==> src/rtl/firebird7_in_gate2_secure_pkg.sv <==
// Shared definitions for the secure select TDR: FSM state codes, the
// layout of the captured status vector and the fail counter helpers.
package firebird7_in_gate2_secure_pkg;

  typedef enum logic [1:0] {
    ST_LOCKED   = 2'b00,
    ST_UNLOCKED = 2'b01,
    ST_BLOCKED  = 2'b10,
    ST_ILLEGAL  = 2'b11
  } state_e;

  localparam int FAIL_CNT_W = 2;

  // Bit positions of the status vector loaded on capture.
  localparam int CAP_SEL_BIT   = 0;
  localparam int CAP_STATE_LSB = 1;
  localparam int CAP_STATE_MSB = 2;
  localparam int CAP_FAIL_LSB  = 3;
  localparam int CAP_FAIL_MSB  = 4;

  localparam logic [FAIL_CNT_W-1:0] FAIL_ONE = 1;

  // Saturating increment: the counter never wraps past the limit.
  function automatic logic [FAIL_CNT_W-1:0] fail_inc(
    input logic [FAIL_CNT_W-1:0] cnt,
    input logic [FAIL_CNT_W-1:0] lim
  );
    if (cnt >= lim) return lim;
    return cnt + FAIL_ONE;
  endfunction

endpackage

==> src/rtl/firebird7_in_gate2_secure_select_tdr.sv <==
// Key-protected IJTAG select register. A scanned-in key must match KEY
// before the select bit can reach the downstream secure scan mux; repeated
// wrong keys lock the register in BLOCKED until reset.
//
// Operation qualification: capture, shift and update act only while
// ijtag_sel is 1. When several enables are high in one cycle, update wins
// over capture, capture wins over shift, and only the winner takes effect.
// The shift register is left untouched by an update.
module firebird7_in_gate2_secure_select_tdr
  import firebird7_in_gate2_secure_pkg::*;
#(
  parameter int                    KEY_WIDTH = 8,
  parameter logic [KEY_WIDTH-1:0]  KEY       = 8'hA5,
  parameter int                    MAX_FAIL  = 3
) (
  input  logic ijtag_tck,
  input  logic ijtag_reset,
  input  logic ijtag_sel,
  input  logic ijtag_ce,
  input  logic ijtag_se,
  input  logic ijtag_ue,
  input  logic ijtag_si,
  output logic ijtag_so,
  output logic mux_select,
  output logic unlocked,
  output logic blocked
);

  localparam int SW = KEY_WIDTH + 1;
  localparam logic [FAIL_CNT_W-1:0] MAX_FAIL_C = FAIL_CNT_W'(MAX_FAIL);

  state_e                state_q, state_d;
  logic [SW-1:0]         sr_q, sr_d;
  logic [SW-1:0]         cap_vec;
  logic [FAIL_CNT_W-1:0] fail_q, fail_d;
  logic                  mux_q, mux_d;
  logic                  do_upd, do_cap, do_shf;
  logic                  key_match;

  assign do_upd    = ijtag_sel & ijtag_ue;
  assign do_cap    = ijtag_sel & ijtag_ce & ~ijtag_ue;
  assign do_shf    = ijtag_sel & ijtag_se & ~ijtag_ue & ~ijtag_ce;
  assign key_match = (sr_q[SW-1:1] == KEY);

  // Status vector presented to the shift register on capture.
  always_comb begin
    cap_vec = '0;
    cap_vec[CAP_SEL_BIT]                 = mux_q;
    cap_vec[CAP_STATE_MSB:CAP_STATE_LSB] = state_q;
    cap_vec[CAP_FAIL_MSB:CAP_FAIL_LSB]   = fail_q;
  end

  // Shift register next value: capture load or right shift.
  always_comb begin
    sr_d = sr_q;
    if (do_cap) begin
      sr_d = cap_vec;
    end else if (do_shf) begin
      sr_d = {ijtag_si, sr_q[SW-1:1]};
    end
  end

  // FSM state register.
  always_ff @(posedge ijtag_tck or negedge ijtag_reset) begin
    if (!ijtag_reset) begin
      state_q <= ST_LOCKED;
    end else begin
      state_q <= state_d;
    end
  end

  // Datapath registers: shift register, fail counter and select.
  always_ff @(posedge ijtag_tck or negedge ijtag_reset) begin
    if (!ijtag_reset) begin
      sr_q   <= '0;
      fail_q <= '0;
      mux_q  <= 1'b0;
    end else begin
      sr_q   <= sr_d;
      fail_q <= fail_d;
      mux_q  <= mux_d;
    end
  end

  // FSM next state, fail counter and select, evaluated on update.
  always_comb begin
    state_d = state_q;
    fail_d  = fail_q;
    mux_d   = mux_q;
    if (state_q == ST_ILLEGAL) begin
      // Unreachable code: recover to the safe, blocked state.
      state_d = ST_BLOCKED;
      mux_d   = 1'b0;
    end else if (do_upd) begin
      case (state_q)
        ST_LOCKED: begin
          if (key_match) begin
            state_d = ST_UNLOCKED;
            mux_d   = sr_q[0];
            fail_d  = '0;
          end else begin
            mux_d  = 1'b0;
            fail_d = fail_inc(fail_q, MAX_FAIL_C);
            if (fail_d == MAX_FAIL_C) state_d = ST_BLOCKED;
          end
        end
        ST_UNLOCKED: begin
          if (key_match) begin
            mux_d = sr_q[0];
          end else begin
            mux_d   = 1'b0;
            fail_d  = FAIL_ONE;
            state_d = (MAX_FAIL_C == FAIL_ONE) ? ST_BLOCKED : ST_LOCKED;
          end
        end
        default: begin
          // BLOCKED ignores updates; only reset leaves it.
          mux_d = 1'b0;
        end
      endcase
    end
  end

  // Outputs decoded from registered state.
  always_comb begin
    ijtag_so   = sr_q[0];
    mux_select = mux_q;
    unlocked   = (state_q == ST_UNLOCKED);
    blocked    = (state_q == ST_BLOCKED);
  end

endmodule

==> config.mk <==
export PLATFORM = sky130hd
export DESIGN_NAME = firebird7_in_gate2_secure_select_tdr
export DESIGN_NICKNAME = d
export VERILOG_FILES = /design/src/rtl/firebird7_in_gate2_secure_pkg.sv /design/src/rtl/firebird7_in_gate2_secure_select_tdr.sv
export SDC_FILE = /design/constraint.sdc
export NUM_CORES = 1
export LEC_CHECK = 0
export CAP_MARGIN = 25
export CORE_UTILIZATION = 40
export CTS_CLUSTER_DIAMETER = 120
export DETAILED_ROUTE_END_ITERATION = 10
export PLACE_DENSITY = 0.59
export SLEW_MARGIN = 20
export SYNTH_ARGS = -nofsm -noshare
export SYNTH_HDL_FRONTEND = slang
export SYNTH_SLANG_ARGS = --single-unit
==> constraint.sdc <==
create_clock -name ijtag_tck -period 3.6 [get_ports ijtag_tck]
set_clock_uncertainty 0.2 [all_clocks]
set_input_delay 1.08 -clock ijtag_tck [delete_from_list [all_inputs] [get_ports ijtag_tck]]
set_output_delay 1.08 -clock ijtag_tck [all_outputs]
set_load 0.05 [all_outputs]
## After elaboration in Yosys (flattened, before gate mapping)

Index checks and enable logic that the tools add are counted.
Widths: inputs -> output; s select.

- Output and inout bits: 4
- Word-level logic and storage cells: 57
- Bits in registers: 14
- Input port bits: 7

- Reduce and logical (&&, ||, !) cells: 8
- Bitwise logic cells: 9
- Add/sub/neg operators: 1
- $lt $le $gt $ge: 1
- Equality and inequality tests: 8
- Mux-type cells: 26

Operator list:

| kind | number |
|---|---|
| $mux 2 | 13 |
| $mux 9 | 2 |
| $mux 1 | 9 |
| $eq 8x8->1 const B | 1 |
| $pmux 2 s2 | 2 |
| $reduce_and 4->1 | 2 |
| $and 1x1->1 | 6 |
| $eq 2x2->1 const B | 3 |
| $reduce_bool 2->1 | 3 |
| $ne 4x4->1 const B | 1 |
| $ne 3x2->1 const B | 1 |
| $not 1->1 | 3 |
| $reduce_bool 3->1 | 1 |
| $add 2x1->2 const B | 1 |
| $eq 2x1->1 const B | 1 |
| $ge 2x2->1 const B | 1 |
| $logic_not 2->1 | 1 |
| $ne 2x2->1 const B | 1 |
| $reduce_or 2->1 | 1 |

## Depth between registers and ports, before layout

Gate-level depths: netlist of run 1.

- Depth after elaboration: 17
- Gate-level depth with buffers: 5
- Gate-level depth less buffers: 3

## Least setup slack after synthesis of run 1

Ideal clock, no wire load.

- Kind: reg2out
- Start: register state_q[0]
- End: output unlocked
- Cell stages (with the launch flop): 2
- Arrival: 1.219 ns
- Path buffers: 0
- Required time: 2.320 ns
- Slack: 1.101 ns
- Cells stage by stage: dfrtp_1 nor2b_1

- Cells in the longest elaborated chain, start to end: 1

Ends and longest elaborated chain:

| item | RTL line | source |
|---|---|---|
| start, declared | firebird7_in_gate2_secure_select_tdr.sv:32 | `state_e state_q, state_d;` |
| start signal, assigned | firebird7_in_gate2_secure_select_tdr.sv:68 | `state_q <= state_d;` |
| $eq 2x1->1 | firebird7_in_gate2_secure_select_tdr.sv:128 | `unlocked = (state_q == ST_UNLOCKED);` |
| end, declared | firebird7_in_gate2_secure_select_tdr.sv:25 | `output logic unlocked,` |

Every way passes these cells.

## Final worst setup path of run 1

Same ends and word-level chain as after synthesis.

==> results.md, run 1 <==
* Ys async rst share at 100%
* DRT Pass-1 Iters at 4
* Post-synth top area share at 47.5%
* Max_slew headroom at 58.1%
* Routed Wire Length at 1.52 mm
* Final setup viols at 0
* First-pass GRT wire length at 2.55 mm
* Yosys top cell by area: dfrtp_1
* Die Y at 44.9 µm
* FF-to-FF path depth at 3
* DR iter-0 viols at 7
* H-Tree Depth at 1
* P_int at 292 µW
* CP Cell Sequence: nor2b_1, clkdlybuf4s50_1
* Worst-Margin Slew at 627 ps
* DIE WIDTH at 44.9 µm
* Largest net degree at the start of global routing at 15
* Fmax at 0.318 GHz
* FF-to-FF End: fail_q[0]$_DFFE_PN0P_
* Peak VDD IR at 0.207 mV
* Setup CP Type: reg2out
* CTS Buf Count at 3
* Dpl cells at 107
* Hold Startpoint: mux_select$_DFFE_PN0P_
* Seq/Total Area, Yosys at 47.5%
* Resized cells post-CTS at 0
* Min Tclk post-route at 3140 ps
* Vias in the first global route at 570
* Die ar. at 2020 µm²
* Core Rows at 15
* Hold Path Depth at 1
* Number of I/O pins at 11
* Initial antenna violation count at 0
* Fin Setup TNS at 0 ps
* IO buf count at 10
* Clk slew on worst S/H paths at 80 ps
* Crit path DAT at 1860 ps
* Final Cycle Share at 87.3%
* Distinct cell type count after synthesis at 22
* Via density at 5.53
* WP data required at 2320 ps
* Post-route DRC violation count at 0
* Number of nets in the layout at 94
* CP startpoint kind: register
* Clock network fraction of total power at 27.0%
* Fin cells at 111
* Commonest cells in the netlist: dfrtp_1, o22ai_1, a21oi_1
* Slowest cell delay on critical path at 860 ps
* Hold crit path type: reg2reg
* Setup slack, reg-to-reg at 2130 ps
* Final Hold Viols at 0
* Leak at 0.354 nW
* Ys Warns at 0
* Predominant post-synthesis flop cell: dfrtp_1
* Grt ovf at 0
* Syn Inst Count at 75
* Clk root buf: clkbuf_4
* Total track usage at 18.0%
* Core area at 1730 µm²
* Switch share at 30.1%
* Combinational share of power at 20.2%
* Vias at 614
* CTS tree: yes
* Max-Cap Viols at 0
* Cell Pwr Density at 469 nW/µm²
* Seq pwr share at 52.7%
* Synthesized net count at 82
* Hold_buf cts at 0
* Worst path slowest cell: clkdlybuf4s50_1
* Routability cong. at 0.797
* RSZ-0062 raised after global routing: false
* Count leader, synth: dfrtp_1
* Initial Util at 42.7%
* Worst-skew pair later-pin latency at 280 ps
* Post-synth EDFFs at 0
* Reg2reg start: sr_q[7]$_DFFE_PN0P_
* Main area contributors after synthesis: dfrtp_1, o22ai_1, nor2b_1
* Post-synthesis instance area at 737 µm²
* Clk buf depth at 2
* Fillers at 171
* Clk sinks at 14
* Slew Viols, Final at 0
* Ant. Diodes at 0
* CP Capture Type: primary output
* Hold-critical path endpoint: mux_select$_DFFE_PN0P_
* Status: finished clean
* Synth Register Bits at 14
* # Post-CTS Setup Buffers at 0
* Switching power at 125 µW
* Mean Syn Cell Area at 9.83 µm²
* P&R area growth vs syn at 20.7%
* Crit path max fanout at 6
* Layout cells sized above 1 at 8.14%
* Detail Route Antenna Nets at 0
* DR WL/cell at 13.7 µm
* DP Wirelength at 1.12 mm
## layout by cell type, fill, tap and decap left out, types with 3 or more instances in the layout
| cell type | netlist | routed |
|---|---|---|
| clkdlybuf4s50_1 | 0 | 10 |
| dfrtp_1 | 14 | 14 |
| inv_1 | 3 | 3 |
| a31oi_1 | 5 | 5 |
| o21ai_0 | 6 | 6 |
| o22ai_1 | 10 | 10 |
| nand3b_1 | 3 | 3 |
| a21oi_1 | 7 | 7 |
| nand2_1 | 6 | 6 |
| nor2b_1 | 6 | 6 |
| clkbuf_4 | 0 | 3 |
## logic make-up (layout without fill, tap and decap cells)
kind of cell           count (synthesis)  count (layout)  synth area share [%]
AO/OA/AOI/OAI                         32              32                  27.3
buffers and inverters                  6              17                  3.56
flip-flops                            14              14                  47.5
multiplexers                           1               1                  1.36
AND/OR/NAND/NOR                       22              22                  20.2
## critical path: cells and delay by family (launching register included)
family	cells	cell delay (ps)
buffers and inverters	1	860
AND/OR/NAND/NOR	1	280
flip-flops	1	450
## worst max-delay path by stage
stage | startpoint | to | slack, ps | cells after the start
floorplan | state_q[0]$_DFFE_PN0P_ | unlocked | 1100 | 1
global placement | state_q[0]$_DFFE_PN0P_ | unlocked | 760 | 2
detailed placement | ijtag_sel | sr_q[5]$_DFFE_PN0P_ | 770 | 4
CTS | state_q[0]$_DFFE_PN0P_ | unlocked | 450 | 2
global route | state_q[0]$_DFFE_PN0P_ | unlocked | 360 | 2
finish | state_q[0]$_DFFE_PN0P_ | unlocked | 460 | 2
## state kept, by name, indices dropped and copies added (netlist names), named ones only
register	flops
sr_q	9
fail_q	2
state_q	1
mux_select	1
## cell type report
| cell class | instances | area (µm²) | share of cell area, % |
|---|---|---|---|
| clock buffers | 4 | 36.3 | 4.08 |
| repair buffers | 10 | 100 | 11.3 |
| well taps | 25 | 31.3 | 3.52 |
| inverters | 3 | 11.3 | 1.27 |
| multi-input cells | 55 | 360 | 40.5 |
| flip-flops and latches | 14 | 350 | 39.4 |
## power groups by stage
stage               clock network, mW  logic [mW]  registers, mW
floorplan                           0      0.0568          0.222
global placement                    0      0.0854          0.225
detailed placement                  0      0.0851          0.224
CTS                             0.118      0.0852          0.221
global route                    0.128      0.0961          0.225
finish                          0.113      0.0844          0.220
## metal layers
layer  part of all wire (%)  up-vias  GRT usage, %
li1                       -      307             -
met1                     47      291          22.6
met2                     48       14          29.3
met3                    4.6        2          6.00
met4                   0.72        0          5.45
met5                      0        -             0
## stage by stage
stage / cell area, µm² / hold slack [ps] / utilization (%) / power (mW) / setup WS [ps]
2_1_floorplan: 737 / 278 / - / 0.279 / 1100
3_3_place_gp: 853 / 328 / 49.4 / 0.310 / 764
3_5_place_dp: 853 / 313 / 49.4 / 0.309 / 774
4_1_cts: 890 / 334 / 51.5 / 0.425 / 447
5_1_grt: 890 / 362 / 51.5 / 0.449 / 356
6_report: 890 / 329 / 51.5 / 0.417 / 458
Note: power is estimated with default switching activity, not from simulation.
==> run 2, diff against run 1 <==
--- a/config.mk
+++ b/config.mk
@@ -10,6 +10,5 @@
 export CTS_CLUSTER_DIAMETER = 120
 export DETAILED_ROUTE_END_ITERATION = 10
-export PLACE_DENSITY = 0.59
-export SLEW_MARGIN = 20
+export PLACE_DENSITY = 0.61
 export SYNTH_ARGS = -nofsm -noshare
 export SYNTH_HDL_FRONTEND = slang
==> constraint.sdc (replaced) <==
create_clock -name ijtag_tck -period 2.71 [get_ports ijtag_tck]
set_clock_uncertainty 0.2 [all_clocks]
set_input_delay 0.813 -clock ijtag_tck [delete_from_list [all_inputs] [get_ports ijtag_tck]]
set_output_delay 0.813 -clock ijtag_tck [all_outputs]
set_load 0.1 [all_outputs]
==> results.md, run 2 (synthesis results as in run 1) <==
* H-Tree Depth at 1 (unchanged)
* FF-to-FF End: mux_select$_DFFE_PN0P_
* Worst-skew pair later-pin latency at 280 ps (about the same)
* CTS Buf Count at 3 (unchanged)
* Crit path max fanout at 6 (unchanged)
* DR WL/cell at 13.5 µm (-1.7%)
* Worst-Margin Slew at 605 ps (-21.7 ps)
* Fin cells at 113 (+1.8%)
* DRT Pass-1 Iters at 4 (unchanged)
* Post-route DRC violation count at 0 (unchanged)
* Final Power at 570 µW (+37%)
* Leak at 0.380 nW (+7.1%)
* Total track usage at 17.3% (-0.72 points)
* Switch share at 31.8% (+1.7 points)
* Clk root buf: clkbuf_4
* Cell Pwr Density at 616 nW/µm² (+31%)
* Hold crit path type: reg2reg
* Setup slack, reg-to-reg at 1240 ps (-890 ps)
* Most common cell after layout, fill and taps aside: dfrtp_1
* Hold_buf cts at 0 (unchanged)
* Core area at 1730 µm² (unchanged)
* Registers with the most flip-flops: sr_q: 9 flops, fail_q: 2 flops
* Max-Cap Viols at 0 (unchanged)
* M1 wire length at 724 µm (+2.1%)
* Post-route cell area at 925 µm² (+3.9%)
* Layout Utilization at 53.6% (+2.0 points)
* Seq pwr share at 51.7% (-1.0 points)
* Fmax at 0.441 GHz
* Die ar. at 2020 µm² (unchanged)
* Reg2reg start: sr_q[7]$_DFFE_PN0P_
* Initial antenna violation count at 0 (unchanged)
* Combinational share of power at 21.7% (+1.5 points)
* Grt ovf at 0 (unchanged)
* Routability cong. at 0.784 (-1.6%)
* Met3 WL post-DR at 77 µm (+10%)
* Vias at 624 (+1.6%)
* P_int at 389 µW (+33%)
* # Post-CTS Setup Buffers at 0 (unchanged)
* Worst setup endpoint: unlocked
* Most frequent cells in the layout: dfrtp_1, o22ai_1, a21oi_1
* Final Hold Viols at 0 (unchanged)
* Fin Setup TNS at 0 ps (unchanged)
* DIE WIDTH at 44.9 µm (unchanged)
* Initial Util at 42.7% (unchanged)
* Number of nets in the layout at 96 (+2.1%)
* Routed Wire Length at 1.52 mm (about the same)
* RSZ-0062 raised after global routing: false
* Setup CP Type: reg2out
* Final setup viols at 0 (unchanged)
* Number of I/O pins at 11 (unchanged)
* Hold slack at 352 ps (+23.1 ps)
* CTS tree: yes
* Crit path launch: state_q[0]$_DFFE_PN0P_
* Max reg flops at 9 (unchanged)
* CP startpoint kind: register
* DP Wirelength at 1.14 mm (+1.7%)
* Max_slew headroom at 59.5% (+1.4 points)
* Clock network fraction of total power at 26.6% (-0.4 points)
* Area after DPL at 888 µm² (+4.1%)
* WP data required at 1700 ps (-620 ps)
* Clk slew on worst S/H paths at 90 ps (about the same)
* Crit path DAT at 1250 ps (-610 ps)
* First-pass GRT wire length at 2.44 mm (-4.4%)
* Largest net degree at the start of global routing at 15 (unchanged)
* Switching power at 181 µW (+44%)
* Peak VDD IR at 0.322 mV (+56%)
* Vias in the first global route at 542 (-4.9%)
* Setup WS pre-CTS at 350 ps (-424 ps)
* Min Tclk post-route at 2270 ps
* Layout cells sized above 1 at 17.0% (+8.9 points)
* Via density at 5.52 (-0.17%)
* DR iter-0 viols at 5 (-2)
* FF-to-FF path depth at 3 (unchanged)
* Reg with most FFs: sr_q
* Slew Viols, Final at 0 (unchanged)
* Met2 WL post-DR at 709 µm (-2.9%)
* Ant. Diodes at 0 (unchanged)
* P&R area growth vs syn at 25.5%
* Core Rows at 15 (unchanged)
* IO buf count at 10 (unchanged)
* Uppermost layer routed: met4
* Die Y at 44.9 µm (unchanged)
* Clk sinks at 14 (unchanged)
* Status: finished clean
* CP Capture Type: primary output
* Final Cycle Share at 83.6%
* Dpl cells at 109 (+1.9%)
* Clk buf depth at 2 (unchanged)
* Setup WS post-layout at 444 ps (-13.6 ps)
* Resized cells post-CTS at 0 (unchanged)
* Detail Route Antenna Nets at 0 (unchanged)
## run 2: cell types whose count changed in the layout (fill, tap and decap cells not counted), sizes merged
cell / delta
buf: +6
clkdlybuf4s50: -4
## run 2: per-layer routing
| metal | vias to the layer above | track usage (%) |
|---|---|---|
| met4 | 0 | 5.45 |
| met3 | 2 | 7.20 |
| met1 | 296 | 20.4 |
| li1 | 315 | - |
| met2 | 11 | 28.4 |
| met5 | - | 0 |
## run 2: how the worst min path moves through the flow
stage | start | to | slack (ps) | cells after the start
finish | sr_q[8]$_DFFE_PN0P_ | sr_q[8]$_DFFE_PN0P_ | 350 | 2
detailed placement | sr_q[8]$_DFFE_PN0P_ | sr_q[8]$_DFFE_PN0P_ | 330 | 2
global placement | sr_q[6]$_DFFE_PN0P_ | sr_q[6]$_DFFE_PN0P_ | 320 | 2
global route | mux_select$_DFFE_PN0P_ | mux_select$_DFFE_PN0P_ | 380 | 1
floorplan | sr_q[6]$_DFFE_PN0P_ | sr_q[6]$_DFFE_PN0P_ | 280 | 2
CTS | sr_q[8]$_DFFE_PN0P_ | sr_q[8]$_DFFE_PN0P_ | 360 | 2
## run 2: critical path: stages, from the launching register on
cell and delay [ps]:
dfrtp_1 470, nor2b_2 290, buf_12 210
## run 2: cell type report
type	count	area, µm²
fill	169	802
multi-input combinational	55	365
sequential	14	350
timing repair buffer	12	130
clock buffer	4	36.3
tap	25	31.3
inverter	3	11.3
## run 2: power groups by stage
stage	sequential, mW	combinational, mW	clock (mW)
floorplan	0.304	0.0755	0
global placement	0.299	0.125	0
detailed placement	0.299	0.124	0
CTS	0.295	0.125	0.156
global route	0.300	0.139	0.166
finish	0.295	0.124	0.152
==> run 3, diff against run 2 <==
PLACE_DENSITY = 0.59   (was 0.61)
clock period = 2.15 ns   (was 2.71 ns; I/O delays follow)
==> results.md, run 3 (synthesis results as in run 1) <==
* Clk slew on worst S/H paths at 80 ps (about the same)
* Status: finished clean
* Reg2reg start: sr_q[3]$_DFFE_PN0P_
* Via density at 5.50 (-0.48%)
* Hold crit path type: reg2reg
* Worst-skew pair later-pin latency at 280 ps (about the same)
* CTS Buf Count at 3 (unchanged)
* Reg with most FFs: sr_q
* Peak VDD IR at 0.414 mV (+28%)
* Ant. Diodes at 0 (unchanged)
* Initial antenna violation count at 0 (unchanged)
* Final setup viols at 0 (unchanged)
* Hold slack at 351 ps (-0.887 ps)
* Grt ovf at 0 (unchanged)
* Slowest cell delay on critical path at 500 ps (+30 ps)
* Final Cycle Share at 96.7%
* # Post-CTS Setup Buffers at 0 (unchanged)
* Dpl cells at 113 (+3.7%)
* Max-Cap Viols at 0 (unchanged)
* Setup slack, reg-to-reg at 680 ps (-560 ps)
* FF-to-FF End: mux_select$_DFFE_PN0P_
* Core area at 1730 µm² (unchanged)
* Number of I/O pins at 11 (unchanged)
* Post-route DRC violation count at 0 (unchanged)
* Cell Pwr Density at 746 nW/µm² (+21%)
* Hold Path Depth at 2 (unchanged)
* Number of nets in the layout at 100 (+4.2%)
* Layout cells sized above 1 at 20.7% (+3.6 points)
* Crit path max fanout at 7 (+1)
* Die Y at 44.9 µm (unchanged)
* CP Capture Type: primary output
* Setup CP Type: reg2out
* P&R area growth vs syn at 33.6%
* Die ar. at 2020 µm² (unchanged)
* Routed Wire Length at 1.63 mm (+7.2%)
* Clk buf depth at 2 (unchanged)
* Registers with the most flip-flops: sr_q: 9 flops, fail_q: 2 flops
* H-Tree Depth at 1 (unchanged)
* Worst path slowest cell: dfrtp_1
* Most frequent cells in the layout: dfrtp_1, o22ai_1, a21oi_1
* Slew Viols, Final at 0 (unchanged)
* Most common cell after layout, fill and taps aside: dfrtp_1
* FF-to-FF path depth at 3 (unchanged)
* DR iter-0 viols at 13 (+8)
* CTS tree: yes
* DR WL/cell at 13.9 µm (+3.5%)
* Clk sinks at 14 (unchanged)
* WP data required at 1300 ps (-400 ps)
* CP startpoint kind: register
* CP Cell Sequence: inv_1, nor2_2, buf_12
* Hold Startpoint: sr_q[8]$_DFFE_PN0P_
* First-pass GRT wire length at 2.81 mm (+15%)
* Min Tclk post-route at 2080 ps
* Max reg flops at 9 (unchanged)
* DIE WIDTH at 44.9 µm (unchanged)
* Routability cong. at 0.766 (-2.3%)
* IO buf count at 10 (unchanged)
* Detail Route Antenna Nets at 0 (unchanged)
* Crit path DAT at 1230 ps (-20 ps)
* DRT Pass-1 Iters at 4 (unchanged)
* Fmax at 0.481 GHz
* Largest net degree at the start of global routing at 15 (unchanged)
* Initial Util at 42.7% (unchanged)
* Final Hold Viols at 0 (unchanged)
* RSZ-0062 raised after global routing: false
* Hold-critical path endpoint: sr_q[8]$_DFFE_PN0P_
* Clk root buf: clkbuf_4
* Vias at 643 (+3.0%)
* Max_slew headroom at 63.7% (+4.2 points)
* DP Wirelength at 1.25 mm (+9.9%)
* Fin cells at 117 (+3.5%)
* Leak at 0.405 nW (+6.8%)
* Vias in the first global route at 639 (+18%)
* Total track usage at 19.2% (+1.9 points)
* Core Rows at 15 (unchanged)
* Worst-Margin Slew at 543 ps (-62.2 ps)
## run 3: changes by cell type in the layout (fill, tap and decap cells not counted), sizes merged
cell	previous run	this run
buf	6	10
## run 3: power breakdown
part / leakage [nW] / switching (mW) / total [mW] / internal [mW]
logic: 0.221 / 0.0815 / 0.171 / 0.0890
registers: 0.163 / 0.0650 / 0.376 / 0.311
clock network: 0.0210 / 0.0852 / 0.188 / 0.103
## run 3: how the worst max path moves through the flow
stage	endpoint	slack (ps)	depth (start not counted)
floorplan	unlocked	-20	1
global placement	sr_q[5]$_DFFE_PN0P_	-3	4
detailed placement	sr_q[1]$_DFFE_PN0P_	-40	4
CTS	unlocked	30	2
global route	blocked	10	3
finish	blocked	70	3
## run 3: worst max-delay path: cells and delay by family, from the launching register on
family	cells	cell delay, ps
buffers and inverters	2	310
flip-flops	1	500
AND/OR/NAND/NOR	1	140
## run 3: final cells by class
class                   count  area (µm²)
fillers                   164         742
multi-input cells          55         370
flip-flops and latches     14         350
repair buffers             16         185
clock buffers               4        36.3
well taps                  25        31.3
inverters                   3        11.3
## run 3: repair_timing
item | CTS | global route
resized for setup | 0 | 1
setup endpoints to repair | 0 | 1
hold buffers | 0 | 0
## run 3: metal layers
layer,up-vias,track usage [%],share of wire [%]
met5,-,0,0
met2,12,31.9,49
li1,321,-,-
met3,0,6.40,4.3
met4,0,5.45,0
met1,310,23.7,47
## run 3: through the flow
step	worst slack, ps	instance area, µm²	setup TNS, ps	utilization, %	total power, mW
2_1_floorplan	-16.6	742	-16.6	-	0.479
3_3_place_gp	-2.65	943	-5.11	54.6	0.549
3_5_place_dp	-42.8	943	-146	54.6	0.550
4_1_cts	25.0	980	0	56.7	0.740
5_1_grt	13.8	985	0	57.0	0.787
6_report	70.1	985	0	57.0	0.734
